--- config.mk ---
export PLATFORM = sky130hd
export DESIGN_NAME = wb_port_arbiter_flat
export DESIGN_NICKNAME = d
export VERILOG_FILES = /design/src/rtl/wb_port_arbiter_pkg.sv /design/src/rtl/wb_port_arbiter_if.sv /design/src/rtl/wb_result_fifo.sv /design/src/rtl/wb_port_arbiter.sv /design/src/flat_wrapper.sv
export SDC_FILE = /design/constraint.sdc
export NUM_CORES = 1
export LEC_CHECK = 0
export ABC_AREA = 1
export CORE_MARGIN = 1.5
export CORE_UTILIZATION = 47
export DETAILED_ROUTE_END_ITERATION = 10
export PLACE_DENSITY_LB_ADDON = 0.25
export SLEW_MARGIN = 20
export SYNTH_ARGS = -nofsm -noshare
export SYNTH_HDL_FRONTEND = slang
export SYNTH_SLANG_ARGS = --single-unit
--- constraint.sdc ---
create_clock -name clk -period 2.2 [get_ports clk]
set_input_delay 0.22 -clock clk [delete_from_list [all_inputs] [get_ports clk]]
set_output_delay 0.22 -clock clk [all_outputs]
set_load 0.01 [all_outputs]
--- src/rtl/wb_port_arbiter_pkg.sv ---
// Shared widths and the buffered long-latency result layout.
package wb_port_arbiter_pkg;

    localparam int unsigned REG_ADDR_W = 5;
    localparam int unsigned XLEN       = 32;

    // One buffered long-latency result: destination register and value.
    typedef struct packed {
        logic [REG_ADDR_W-1:0] rd;
        logic [XLEN-1:0]       data;
    } wb_entry_t;

endpackage

--- src/rtl/wb_port_arbiter_if.sv ---
// Writeback, long-latency return, hazard query and register-file write bundle.
interface wb_port_arbiter_if;
    import wb_port_arbiter_pkg::*;

    logic                  wb_we_i;
    logic [REG_ADDR_W-1:0] wb_rd_i;
    logic [XLEN-1:0]       wb_data_i;
    logic                  lu_valid_i;
    logic [REG_ADDR_W-1:0] lu_rd_i;
    logic [XLEN-1:0]       lu_data_i;
    logic                  lu_ready_o;
    logic [REG_ADDR_W-1:0] pend_rd_i;
    logic                  pend_hit_o;
    logic                  stall_req_o;
    logic                  rf_we_o;
    logic [REG_ADDR_W-1:0] rf_waddr_o;
    logic [XLEN-1:0]       rf_wdata_o;
    logic                  lu_grant_o;

    // Arbiter side.
    modport slave (
        input  wb_we_i, wb_rd_i, wb_data_i, lu_valid_i, lu_rd_i, lu_data_i, pend_rd_i,
        output lu_ready_o, pend_hit_o, stall_req_o, rf_we_o, rf_waddr_o, rf_wdata_o, lu_grant_o
    );

    // Pipeline / long-latency unit / register-file side.
    modport master (
        output wb_we_i, wb_rd_i, wb_data_i, lu_valid_i, lu_rd_i, lu_data_i, pend_rd_i,
        input  lu_ready_o, pend_hit_o, stall_req_o, rf_we_o, rf_waddr_o, rf_wdata_o, lu_grant_o
    );

endinterface

--- src/rtl/wb_result_fifo.sv ---
// Small FIFO of long-latency results with per-entry valid/rd visibility.
module wb_result_fifo
    import wb_port_arbiter_pkg::*;
#(
    parameter  int unsigned DEPTH = 2,
    localparam int unsigned CNT_W = $clog2(DEPTH + 1)
) (
    input  logic                             clk,
    input  logic                             rst,
    input  logic                             i_push,
    input  wb_entry_t                        i_entry,
    input  logic                             i_pop,
    output wb_entry_t                        o_head,
    output logic [CNT_W-1:0]                 o_count,
    output logic                             o_full,
    output logic                             o_empty,
    output logic [DEPTH-1:0]                 o_valid,
    output logic [DEPTH-1:0][REG_ADDR_W-1:0] o_rd
);

    localparam int unsigned PTR_W = $clog2(DEPTH);

    wb_entry_t        r_mem [DEPTH];
    logic [DEPTH-1:0] r_valid;
    logic [PTR_W-1:0] r_wr_ptr;
    logic [PTR_W-1:0] r_rd_ptr;
    logic [CNT_W-1:0] r_count;
    logic [DEPTH-1:0] w_valid_nxt;
    logic [CNT_W-1:0] w_count_nxt;

    // Next per-entry valid bits and occupancy from push/pop.
    always_comb begin
        w_valid_nxt = r_valid;
        w_count_nxt = r_count;
        if (i_pop)  w_valid_nxt[r_rd_ptr] = 1'b0;
        if (i_push) w_valid_nxt[r_wr_ptr] = 1'b1;
        case ({i_push, i_pop})
            2'b10:   w_count_nxt = r_count + CNT_W'(1);
            2'b01:   w_count_nxt = r_count - CNT_W'(1);
            default: w_count_nxt = r_count;
        endcase
    end

    // Control state; pointers wrap naturally since DEPTH is a power of two.
    always_ff @(posedge clk) begin
        if (rst) begin
            r_wr_ptr <= '0;
            r_rd_ptr <= '0;
            r_count  <= '0;
            r_valid  <= '0;
        end else begin
            if (i_push) r_wr_ptr <= r_wr_ptr + 1'b1;
            if (i_pop)  r_rd_ptr <= r_rd_ptr + 1'b1;
            r_count <= w_count_nxt;
            r_valid <= w_valid_nxt;
        end
    end

    // Payload storage; contents are qualified by r_valid so no reset needed.
    always_ff @(posedge clk) begin
        if (!rst && i_push) r_mem[r_wr_ptr] <= i_entry;
    end

    for (genvar g = 0; g < DEPTH; g++) begin : g_rd
        assign o_rd[g] = r_mem[g].rd;
    end

    assign o_head  = r_mem[r_rd_ptr];
    assign o_count = r_count;
    assign o_full  = (r_count == CNT_W'(DEPTH));
    assign o_empty = (r_count == '0);
    assign o_valid = r_valid;

endmodule

--- src/rtl/wb_port_arbiter.sv ---
// Shares the register-file write port between pipeline writeback and buffered long-latency results.
module wb_port_arbiter
    import wb_port_arbiter_pkg::*;
#(
    parameter int unsigned FIFO_DEPTH   = 2,
    parameter int unsigned STARVE_LIMIT = 8
) (
    input  logic                    clk,
    input  logic                    rst,
    wb_port_arbiter_if.slave        bus
);

    localparam int unsigned CNT_W    = $clog2(FIFO_DEPTH + 1);
    localparam int unsigned STARVE_W = 4;

    wb_entry_t                             w_head;
    logic [CNT_W-1:0]                      w_count;
    logic                                  w_full;
    logic                                  w_empty;
    logic [FIFO_DEPTH-1:0]                 w_valid;
    logic [FIFO_DEPTH-1:0][REG_ADDR_W-1:0] w_rd;
    logic [FIFO_DEPTH-1:0]                 w_pend_match;
    logic [FIFO_DEPTH-1:0]                 w_wb_match;
    logic                                  w_wb_active;
    logic                                  w_lu_ready;
    logic                                  w_push;
    logic                                  w_grant;
    logic [STARVE_W-1:0]                   r_starve;

    assign w_wb_active = bus.wb_we_i && (bus.wb_rd_i != '0);
    assign w_lu_ready  = !rst && (w_count < CNT_W'(FIFO_DEPTH));
    // Results for x0 are acknowledged but never stored.
    assign w_push      = bus.lu_valid_i && w_lu_ready && (bus.lu_rd_i != '0);

    wb_result_fifo #(.DEPTH(FIFO_DEPTH)) u_fifo (
        .clk     (clk),
        .rst     (rst),
        .i_push  (w_push),
        .i_entry ({bus.lu_rd_i, bus.lu_data_i}),
        .i_pop   (w_grant),
        .o_head  (w_head),
        .o_count (w_count),
        .o_full  (w_full),
        .o_empty (w_empty),
        .o_valid (w_valid),
        .o_rd    (w_rd)
    );

    for (genvar g = 0; g < FIFO_DEPTH; g++) begin : g_match
        assign w_pend_match[g] = w_valid[g] && (w_rd[g] == bus.pend_rd_i);
        assign w_wb_match[g]   = w_valid[g] && (w_rd[g] == bus.wb_rd_i);
    end

    // Write-port selection: pipeline first, then FIFO head, else idle.
    always_comb begin
        bus.rf_we_o    = 1'b0;
        bus.rf_waddr_o = '0;
        bus.rf_wdata_o = '0;
        w_grant        = 1'b0;
        if (!rst) begin
            if (w_wb_active) begin
                bus.rf_we_o    = 1'b1;
                bus.rf_waddr_o = bus.wb_rd_i;
                bus.rf_wdata_o = bus.wb_data_i;
            end else if (!w_empty) begin
                bus.rf_we_o    = 1'b1;
                bus.rf_waddr_o = w_head.rd;
                bus.rf_wdata_o = w_head.data;
                w_grant        = 1'b1;
            end
        end
    end

    // Starvation counter: counts ungranted cycles with work pending, saturating.
    always_ff @(posedge clk) begin
        if (rst) begin
            r_starve <= '0;
        end else if (w_empty || w_grant) begin
            r_starve <= '0;
        end else if (r_starve != STARVE_W'(STARVE_LIMIT)) begin
            r_starve <= r_starve + 1'b1;
        end
    end

    assign bus.lu_grant_o  = w_grant;
    assign bus.lu_ready_o  = w_lu_ready;
    assign bus.stall_req_o = !rst && (r_starve == STARVE_W'(STARVE_LIMIT));
    // Conservative: the head being popped this cycle still reports a hit.
    assign bus.pend_hit_o  = !rst && (bus.pend_rd_i != '0) && (|w_pend_match);

    // Upstream must never write a register still owned by a buffered result.
    always @(posedge clk) begin
        assert (rst || !(w_wb_active && (|w_wb_match)))
            else $error("wb_port_arbiter: pipeline write to x%0d while buffered", bus.wb_rd_i);
        assert (rst || !(w_push && w_full))
            else $error("wb_port_arbiter: push into full FIFO");
    end

endmodule

--- src/flat_wrapper.sv ---
// flat-port wrapper written by rule: the top's interface ports become plain ports
module wb_port_arbiter_flat import wb_port_arbiter_pkg::*;
#(
    parameter int unsigned FIFO_DEPTH   = 2,
    parameter int unsigned STARVE_LIMIT = 8
)
  (clk, rst, bus_wb_we_i, bus_wb_rd_i, bus_wb_data_i, bus_lu_valid_i, bus_lu_rd_i, bus_lu_data_i, bus_pend_rd_i, bus_lu_ready_o, bus_pend_hit_o, bus_stall_req_o, bus_rf_we_o, bus_rf_waddr_o, bus_rf_wdata_o, bus_lu_grant_o);
  wb_port_arbiter_if bus_i ();
  input  logic clk;
  input  logic rst;
  input wire logic [$bits(bus_i.wb_we_i)-1:0] bus_wb_we_i;
  input wire logic [$bits(bus_i.wb_rd_i)-1:0] bus_wb_rd_i;
  input wire logic [$bits(bus_i.wb_data_i)-1:0] bus_wb_data_i;
  input wire logic [$bits(bus_i.lu_valid_i)-1:0] bus_lu_valid_i;
  input wire logic [$bits(bus_i.lu_rd_i)-1:0] bus_lu_rd_i;
  input wire logic [$bits(bus_i.lu_data_i)-1:0] bus_lu_data_i;
  input wire logic [$bits(bus_i.pend_rd_i)-1:0] bus_pend_rd_i;
  output wire logic [$bits(bus_i.lu_ready_o)-1:0] bus_lu_ready_o;
  output wire logic [$bits(bus_i.pend_hit_o)-1:0] bus_pend_hit_o;
  output wire logic [$bits(bus_i.stall_req_o)-1:0] bus_stall_req_o;
  output wire logic [$bits(bus_i.rf_we_o)-1:0] bus_rf_we_o;
  output wire logic [$bits(bus_i.rf_waddr_o)-1:0] bus_rf_waddr_o;
  output wire logic [$bits(bus_i.rf_wdata_o)-1:0] bus_rf_wdata_o;
  output wire logic [$bits(bus_i.lu_grant_o)-1:0] bus_lu_grant_o;
  assign bus_i.wb_we_i = bus_wb_we_i;
  assign bus_i.wb_rd_i = bus_wb_rd_i;
  assign bus_i.wb_data_i = bus_wb_data_i;
  assign bus_i.lu_valid_i = bus_lu_valid_i;
  assign bus_i.lu_rd_i = bus_lu_rd_i;
  assign bus_i.lu_data_i = bus_lu_data_i;
  assign bus_i.pend_rd_i = bus_pend_rd_i;
  assign bus_lu_ready_o = bus_i.lu_ready_o;
  assign bus_pend_hit_o = bus_i.pend_hit_o;
  assign bus_stall_req_o = bus_i.stall_req_o;
  assign bus_rf_we_o = bus_i.rf_we_o;
  assign bus_rf_waddr_o = bus_i.rf_waddr_o;
  assign bus_rf_wdata_o = bus_i.rf_wdata_o;
  assign bus_lu_grant_o = bus_i.lu_grant_o;
  wb_port_arbiter #(.FIFO_DEPTH(FIFO_DEPTH), .STARVE_LIMIT(STARVE_LIMIT)) u_core (.clk(clk), .rst(rst), .bus(bus_i));
endmodule
==> flow_summary.rst, run 1 <==
.. list-table::
   :header-rows: 1

   * - Metric
     - Value
   * - RSZ-0062 raised after global routing
     - false
   * - Max Slew Vio Count
     - 0
   * - Crit end category
     - output pin
   * - Initial cell density of the core
     - 0.4867
   * - Type of the setup path with the least slack
     - primary input to output pin
   * - Final number of setup-violating endpoints
     - 0
   * - Post-route minimum period
     - 2.097 ns
   * - # nets final
     - 586
   * - Worst slew margin relative to its limit
     - 0.8119
   * - Worst min-delay path startpoint
     - bus_lu_data_i[15]
   * - Total number of placement rows
     - 33
   * - Distinct cell type count of the synthesized netlist
     - 24
   * - Total via count after detailed routing
     - 3,158
   * - Number of nets produced by synthesis
     - 447
   * - Proportion of power drawn by flip-flops and latches
     - 0.483
   * - Non-filler cells, final
     - 610
   * - WP data required
     - 1.98 ns
   * - Floorplan die height
     - 95.47 um
   * - Worst vdd rail ir drop
     - 0.4129 mV
   * - Die Wd
     - 95.47 um
   * - Path category of the worst min-delay check
     - primary input to register
   * - Actual slew at the worst max-slew pin
     - 0.2816 ns
   * - Share of the synthesized area in the top cell type
     - 0.5529
   * - Half-perimeter wire length after detailed placement
     - 6.559 mm
   * - Worst path setup slack after routing
     - 0.1028 ns
   * - Run status
     - finished, final reports clean
   * - Number of global-route vias before repair
     - 3,123
   * - Drt wl/cell
     - 14.92 um
   * - Share of post-route cells with drive strength above 1
     - 0.1545
   * - Startpoint type of the worst setup path
     - primary input
   * - Overall power
     - 3.847 mW
   * - Synthesized-area fraction occupied by and/or/nand/nor cells
     - 0.1585
   * - Syn Area/Cell
     - 11.13 um^2
   * - Synth Warn #
     - 0
   * - Worst Skew
     - 0.009371 ns
   * - Antenna Cells
     - 0
   * - Area added between synthesis and finish
     - 44.65%
   * - Multiplexer area fraction after synthesis
     - 0.08966
   * - Most used standard cells in the synthesized netlist
     - sky130_fd_sc_hd__edfxtp_1, sky130_fd_sc_hd__nand2_1, sky130_fd_sc_hd__nand3_1
   * - Area contributors post-synth
     - sky130_fd_sc_hd__edfxtp_1, sky130_fd_sc_hd__mux2_2, sky130_fd_sc_hd__nand2_1
   * - First-pass GRT wire length
     - 14.11 mm
   * - Antenna violations before repair
     - 0
   * - Deepest clock path buffer count
     - 2
   * - First element of the critical path
     - bus_wb_rd_i[2]
   * - Number of detailed-routing iterations run before antenna repair
     - 4
   * - Compound-Gate Fraction of Synth Area
     - 0.06569
   * - Synthesized netlist cell count
     - 361
   * - Wire length reported by the detailed router
     - 9.101 mm
   * - Placed Instances
     - 589
   * - Async S/R FF share, synth
     - 0
   * - Highest achievable clock rate
     - 0.4768 GHz
   * - Die area
     - 9115 um^2
   * - H-tree depth reported by CTS
     - 3
   * - Net switching power
     - 877.6 uW
   * - Number of placed I/O pins
     - 125
   * - Largest family of logic cells by synthesized area
     - simple AND/OR/NAND/NOR gates
   * - Arithmetic-cell share of the synthesized area counting full adders, half adders and majority gates
     - 0.009340
   * - Internal portion of total power
     - 2.969 mW
   * - Post-detailed-route via-to-cell ratio
     - 5.177
   * - Layout fillers
     - 631
   * - Largest fanout on the critical path
     - 5
   * - Share of the yosys chip area belonging to registers
     - 0.6077
   * - Share of total power in the clock network
     - 0.337
   * - Final Core Density
     - 0.7039
   * - Worst-case setup slack after placement
     - -0.04314 ns
   * - Share of the cycle needed by the critical path after routing
     - 0.9533
   * - Worst Hold Margin
     - 0.4449 ns
   * - Post-detailed-route count of antenna-violating nets
     - 0
   * - Area of the mapped netlist
     - 4019 um^2
   * - Synthesis-stage register bit count
     - 85
   * - Leak pwr
     - 2.466 nW
   * - Power per standard cell area
     - 661.7 nW/um^2
   * - Detailed router's first-iteration violation count
     - 165
   * - Post-synth top flop
     - sky130_fd_sc_hd__edfxtp_1
   * - Root buffer cell
     - sky130_fd_sc_hd__clkbuf_8
   * - Most frequent cell after synthesis
     - sky130_fd_sc_hd__edfxtp_1
   * - Number of hold buffers added after CTS
     - 0
   * - Clock network latency to the later pin of the worst-skew pair
     - 0.35 ns
   * - CTS tree
     - yes
   * - Final hold vios
     - 0
   * - Synth area leader
     - sky130_fd_sc_hd__edfxtp_1
   * - Share of power burned in combinational logic
     - 0.180
   * - Number of maximum-capacitance constraint violations
     - 0
   * - Final weighted congestion of routability-driven global placement
     - 0.8242
   * - Count of flip-flops with a built-in enable after synthesis
     - 74
   * - Leftover overflow at the end of global routing
     - 0
   * - Pin count of the biggest net entering global routing
     - 33
   * - Number of buffers created by CTS
     - 9
   * - Sinks on the clock net
     - 85
   * - R2r startpoint
     - u_core.u_fifo.o_count[1]
   * - Sw Share
     - 0.2281
   * - Port Buffers
     - 124
   * - Crit path DAT
     - 1.88 ns
   * - Gr usage total
     - 0.2059
   * - Core region area
     - 8258 um^2
   * - DRC violations left
     - 0
   * - Clock transition at the registers of the reported paths
     - 0.09 ns
   * - Xor-xnor portion of the synthesized cell area
     - 0.01308
[final cells by class]
class | count | area (um^2) | share of cell area
multi-input combinational | 237 | 1356 | 0.2333
inverter | 20 | 75.07 | 0.01291
clock inverter | 5 | 107.6 | 0.01851
clock buffer | 11 | 131.4 | 0.02260
timing repair buffer | 147 | 1565 | 0.2693
sequential | 85 | 2446 | 0.4208
tap | 105 | 131.4 | 0.02260
[power by group through the flow]
stage                     sequential, mW  combinational [mW]  clock [mW]
after detailed placement            1.89               0.707           0
after CTS                           1.86               0.702        1.31
final                               1.86               0.694        1.30
after floorplan                     1.88               0.339           0
after global routing                1.87               0.752        1.38
after global placement              1.89               0.694           0
[kinds of logic (layout without fill, tap and decap cells)]
logic type	count (synthesis)	count (layout)
fa+ha+maj	3	3
mux	32	32
simple gates	144	144
flops	85	85
buf+inv	39	183
xor+xnor	6	6
compound gates	52	52
[state kept, by name, indices dropped and copies added (netlist names), named ones only]
signal,count
u_core.r_starve,4
u_core.u_fifo.o_count,2
u_core.u_fifo.o_valid,2
u_core.u_fifo.r_mem,74
u_core.u_fifo.r_rd_ptr,1
u_core.u_fifo.r_wr_ptr,1
[path summary, 6_finish.rpt]
kind / end / slack [ns] / depth (start not counted)
worst max-delay path: bus_rf_wdata_o[15] / 0.10 / 11
worst min-delay path: u_core.u_fifo.r_mem[0][15] / 0.44 / 1
worst max register to register: u_core.u_fifo.o_count[1] / 0.25 / 11
worst min register to register: u_core.u_fifo.r_wr_ptr / 0.49 / 2
[layout by cell type, fill, tap and decap left out, types with 3 or more instances in the layout]
master | netlist | layout
sky130_fd_sc_hd__dlygate4sd2_1 | 0 | 17
sky130_fd_sc_hd__edfxtp_1 | 74 | 74
sky130_fd_sc_hd__clkbuf_8 | 0 | 9
sky130_fd_sc_hd__mux2_2 | 32 | 32
sky130_fd_sc_hd__buf_12 | 0 | 10
sky130_fd_sc_hd__xor2_1 | 6 | 6
sky130_fd_sc_hd__a21oi_1 | 9 | 9
sky130_fd_sc_hd__o21ai_1 | 29 | 30
sky130_fd_sc_hd__nand3_1 | 47 | 47
sky130_fd_sc_hd__clkdlybuf4s50_1 | 0 | 87
sky130_fd_sc_hd__ha_1 | 3 | 3
sky130_fd_sc_hd__inv_1 | 18 | 18
sky130_fd_sc_hd__bufinv_16 | 0 | 3
sky130_fd_sc_hd__dlymetal6s2s_1 | 0 | 19
sky130_fd_sc_hd__buf_4 | 4 | 13
sky130_fd_sc_hd__dfxtp_1 | 11 | 10
sky130_fd_sc_hd__nand2_1 | 65 | 65
sky130_fd_sc_hd__o21ai_0 | 13 | 12
sky130_fd_sc_hd__nor2_1 | 23 | 21
[layer usage]
metal,share of wire,vias to the layer above,GRT usage
met5,0,-,0
met4,0.017,0,0.07598
met3,0.058,12,0.03589
met2,0.50,95,0.3635
met1,0.43,1496,0.2512
li1,-,1555,-
[worst max-delay path, cell delays in order]
cell and delay [ns]:
sky130_fd_sc_hd__clkdlybuf4s50_1 0.44, sky130_fd_sc_hd__nor2_2 0.13, sky130_fd_sc_hd__nand3_1 0.12, sky130_fd_sc_hd__nand2_4 0.11, sky130_fd_sc_hd__nand2_4 0.08, sky130_fd_sc_hd__nor2_4 0.16
sky130_fd_sc_hd__buf_4 0.14, sky130_fd_sc_hd__buf_4 0.10, sky130_fd_sc_hd__nand2_1 0.04, sky130_fd_sc_hd__nand2_1 0.05, sky130_fd_sc_hd__dlygate4sd2_1 0.26
[timing repair]
action                     in CTS  in global routing
pin swaps                       0                  1
resized for setup              22                 23
buffers inserted                3                  2
setup endpoints to repair      27                 20
[through the flow]
step / setup TNS, ns / instance area [um^2]
after CTS: 0 / 5744
after floorplan: 0 / 4019
after global placement: -0.2149 / 5490
after detailed placement: -0.2688 / 5490
after global routing: 0 / 5813
final: 0 / 5813
Note: power is estimated with default switching activity, not from simulation.
==> run 2, diff against run 1 <==
- MAX_ROUTING_LAYER: default -> met4
==> run 2 against run 1 <==
  * Flip-flop and latch count unchanged
  * First-iteration DRC count rose by 2.4%
  * Setup slack barely moved
  * Clock skew down 0.0014 ns
  * Count of clock-buffer cells in the layout stayed put
  * Register-to-register slack hardly changed
  * Design area unchanged
  * Worst hold slack gained 0.0068 ns
  * Critical path type unchanged
==> flow_summary.rst, run 2 (synthesis gave the netlist of run 1 again) <==
.. list-table::
   :header-rows: 1

   * - Metric
     - Value
   * - DRC violations left
     - 0 (unchanged)
   * - Share of power burned in combinational logic
     - 0.180 (about the same)
   * - Deepest clock path buffer count
     - 2 (unchanged)
   * - Critical path cell sequence
     - clkdlybuf4s50_1 > nor2_2 > nand3_1 > nand2_4 > nand2_4 > nor2_4 > buf_4 > buf_4 > nand2_1 > nand2_1 > dlygate4sd2_1
   * - Sinks on the clock net
     - 85 (unchanged)
   * - RSZ-0062 raised after global routing
     - false
   * - Number of maximum-capacitance constraint violations
     - 0 (unchanged)
   * - Antenna Cells
     - 0 (unchanged)
   * - Area of all placed cells without fillers
     - 5813 um^2 (unchanged)
   * - Clock transition at the registers of the reported paths
     - 0.08 ns (about the same)
   * - Max incr delay on CP
     - 0.44 ns (about the same)
   * - Commonest cells after routing, fill and taps aside
     - sky130_fd_sc_hd__clkdlybuf4s50_1, sky130_fd_sc_hd__edfxtp_1, sky130_fd_sc_hd__nand2_1
   * - Hold EP
     - u_core.u_fifo.r_mem[0][15]
   * - R2r startpoint
     - u_core.u_fifo.o_count[1]
   * - Top routing layer in use
     - met4
   * - Pin count of the biggest net entering global routing
     - 33 (unchanged)
   * - Total number of placement rows
     - 33 (unchanged)
   * - RR Endpoint
     - u_core.u_fifo.o_count[1]
   * - Crit end category
     - output pin
   * - Leak pwr
     - 2.466 nW (unchanged)
   * - Top Registers
     - u_core.u_fifo.r_mem x74, u_core.r_starve x4
   * - Overall power
     - 3.844 mW (about the same)
   * - Share of total power in the clock network
     - 0.336 (about the same)
   * - Final number of setup-violating endpoints
     - 0 (unchanged)
   * - Port Buffers
     - 124 (unchanged)
   * - Biggest register
     - u_core.u_fifo.r_mem
   * - Largest fanout on the critical path
     - 5 (unchanged)
   * - Core region area
     - 8258 um^2 (unchanged)
   * - Share of post-route cells with drive strength above 1
     - 0.1545 (unchanged)
   * - Path category of the worst min-delay check
     - primary input to register
   * - H-tree depth reported by CTS
     - 3 (unchanged)
   * - Die area
     - 9115 um^2 (unchanged)
   * - Internal portion of total power
     - 2.969 mW (about the same)
   * - Final weighted congestion of routability-driven global placement
     - 0.8366 (+1.5%)
   * - WP data required
     - 1.98 ns (about the same)
   * - Met1 layer wirelength in the final routing
     - 3.932 mm (+1.7%)
   * - Net switching power
     - 874.8 uW (-0.31%)
   * - Final hold vios
     - 0 (unchanged)
   * - Worst slew margin relative to its limit
     - 0.8121 (about the same)
   * - Number of global-route vias before repair
     - 3,133 (+0.32%)
   * - Share of the cycle needed by the critical path after routing
     - 0.9535 (about the same)
   * - Max Slew Vio Count
     - 0 (unchanged)
   * - Worst Skew
     - 0.007945 ns (-0.001426 ns)
   * - CTS tree
     - yes
   * - Number of flip-flops in the largest register
     - 74 (unchanged)
   * - Post-route minimum period
     - 2.098 ns (+0.0004700 ns)
   * - Proportion of power drawn by flip-flops and latches
     - 0.483 (about the same)
   * - Gr usage total
     - 0.2118 (+0.005902)
   * - Crit path DAT
     - 1.88 ns (about the same)
   * - Final Core Density
     - 0.7039 (unchanged)
   * - First-pass GRT wire length
     - 14.10 mm (about the same)
   * - Most common library cell in the layout ignoring fill and taps
     - sky130_fd_sc_hd__clkdlybuf4s50_1
   * - Antenna violations before repair
     - 0 (unchanged)
   * - Half-perimeter wire length after detailed placement
     - 6.559 mm (unchanged)
   * - Type of the setup path with the least slack
     - primary input to output pin
   * - Power per standard cell area
     - 661.3 nW/um^2 (about the same)
   * - Instance count along the most critical hold path
     - 1 (unchanged)
   * - Routed length on met3
     - 500 um (-6.0%)
   * - Worst vdd rail ir drop
     - 0.4144 mV (+0.34%)
   * - Die Wd
     - 95.47 um (unchanged)
   * - Area added between synthesis and finish
     - 44.65% (unchanged)
   * - Root buffer cell
     - sky130_fd_sc_hd__clkbuf_8
   * - Worst min-delay path startpoint
     - bus_lu_data_i[15]
   * - Number of placed I/O pins
     - 125 (unchanged)
   * - Metal2 WL
     - 4.529 mm (-0.31%)
   * - Worst path buffer plus inverter count
     - 4 (unchanged)
   * - Number of hold buffers added after CTS
     - 0 (unchanged)
   * - Sw Share
     - 0.2276 (-0.0005544)
   * - Initial cell density of the core
     - 0.4867 (unchanged)
   * - Highest achievable clock rate
     - 0.4767 GHz (about the same)
   * - Drt wl/cell
     - 14.92 um (about the same)
   * - Actual slew at the worst max-slew pin
     - 0.2813 ns (-0.0003123 ns)
   * - Detailed router's first-iteration violation count
     - 169 (+2.4%)
   * - Startpoint type of the worst setup path
     - primary input
   * - Layout fillers
     - 631 (unchanged)
   * - Clock network latency to the later pin of the worst-skew pair
     - 0.34 ns (about the same)
   * - Number of detailed-routing iterations run before antenna repair
     - 4 (unchanged)
   * - Leftover overflow at the end of global routing
     - 0 (unchanged)
   * - # nets final
     - 586 (unchanged)
   * - Post-detailed-route via-to-cell ratio
     - 5.197 (+0.38%)
   * - Post-placement cell area
     - 5490 um^2 (unchanged)
   * - R2r worst-path depth
     - 11 (unchanged)
   * - Run status
     - finished, final reports clean
   * - Total via count after detailed routing
     - 3,170 (+0.38%)
   * - Slowest cell on the critical path
     - sky130_fd_sc_hd__clkdlybuf4s50_1
   * - Post-detailed-route count of antenna-violating nets
     - 0 (unchanged)
   * - Number of buffers created by CTS
     - 9 (unchanged)
   * - Setup slack, reg-to-reg
     - 0.25 ns (about the same)
   * - Wire length reported by the detailed router
     - 9.104 mm (about the same)
   * - Floorplan die height
     - 95.47 um (unchanged)
   * - Kind of cell with the highest combined delay on the critical path
     - buffers and inverters
run 2: worst max path at each step:
| stage | slack (ns) | end | from | depth (start not counted) |
|---|---|---|---|---|
| global placement | -0.03 | bus_rf_wdata_o[15] | bus_wb_rd_i[2] | 9 |
| CTS | 0.0002 | bus_rf_wdata_o[21] | bus_wb_rd_i[2] | 8 |
| global route | 0.01 | bus_rf_wdata_o[15] | bus_wb_rd_i[2] | 11 |
| finish | 0.10 | bus_rf_wdata_o[15] | bus_wb_rd_i[2] | 11 |
| detailed placement | -0.04 | bus_rf_wdata_o[13] | bus_wb_rd_i[2] | 9 |
| floorplan | 0.29 | u_core.u_fifo.r_mem[0][0] | u_core.u_fifo.o_count[1] | 3 |
run 2: layer usage:
layer / track usage / vias up
met2: 0.3647 / 97
met4: 0.07598 / 0
li1: - / 1557
met3: 0.03270 / 14
met5: - / -
met1: 0.2517 / 1502
run 2: stage by stage:
step | std cells | hold slack (ns) | setup slack [ns] | setup TNS, ns
CTS | 608 | 0.4399 | 0.0001903 | 0
detailed placement | 589 | 0.4710 | -0.04314 | -0.2688
global placement | 589 | 0.4648 | -0.03361 | -0.2149
global route | 610 | 0.4456 | 0.01035 | 0
finish | 610 | 0.4517 | 0.1023 | 0
floorplan | 361 | 0.3189 | 0.2913 | 0
run 2: area by class of cell:
cell class | count | area (um^2) | area share
Timing Repair Buffer | 147 | 1565 | 0.2693
Tap cell | 105 | 131.4 | 0.02260
Clock inverter | 5 | 107.6 | 0.01851
Sequential cell | 85 | 2446 | 0.4208
Clock buffer | 11 | 131.4 | 0.02260
Inverter | 20 | 75.07 | 0.01291
Multi-Input combinational cell | 237 | 1356 | 0.2333
run 2: power groups by stage:
stage | clock, mW | sequential [mW] | combinational (mW)
after floorplan | 0 | 1.88 | 0.339
after global placement | 0 | 1.89 | 0.694
after detailed placement | 0 | 1.89 | 0.707
after CTS | 1.31 | 1.86 | 0.702
after global routing | 1.38 | 1.87 | 0.752
final | 1.29 | 1.86 | 0.693
run 2: what timing repair did:
item / 4_1_cts / 5_1_grt
setup buffers: 3 / 2
pin swaps: 0 / 1
resized for setup: 22 / 23
endpoints found under the setup margin: 27 / 20
hold endpoints to repair: 0 / 0
run 2: worst register-to-register path: stages (launching register included):
cell                      delay, ns
sky130_fd_sc_hd__dfxtp_1       0.35
sky130_fd_sc_hd__nor2_1        0.19
sky130_fd_sc_hd__inv_1         0.12
sky130_fd_sc_hd__nand2_4       0.12
sky130_fd_sc_hd__nor2_4        0.06
sky130_fd_sc_hd__buf_4         0.13
sky130_fd_sc_hd__buf_4         0.12
sky130_fd_sc_hd__ha_1          0.32
sky130_fd_sc_hd__a21oi_1       0.12
sky130_fd_sc_hd__o21ai_0       0.11
sky130_fd_sc_hd__xor2_1        0.15
sky130_fd_sc_hd__nor2_1        0.09
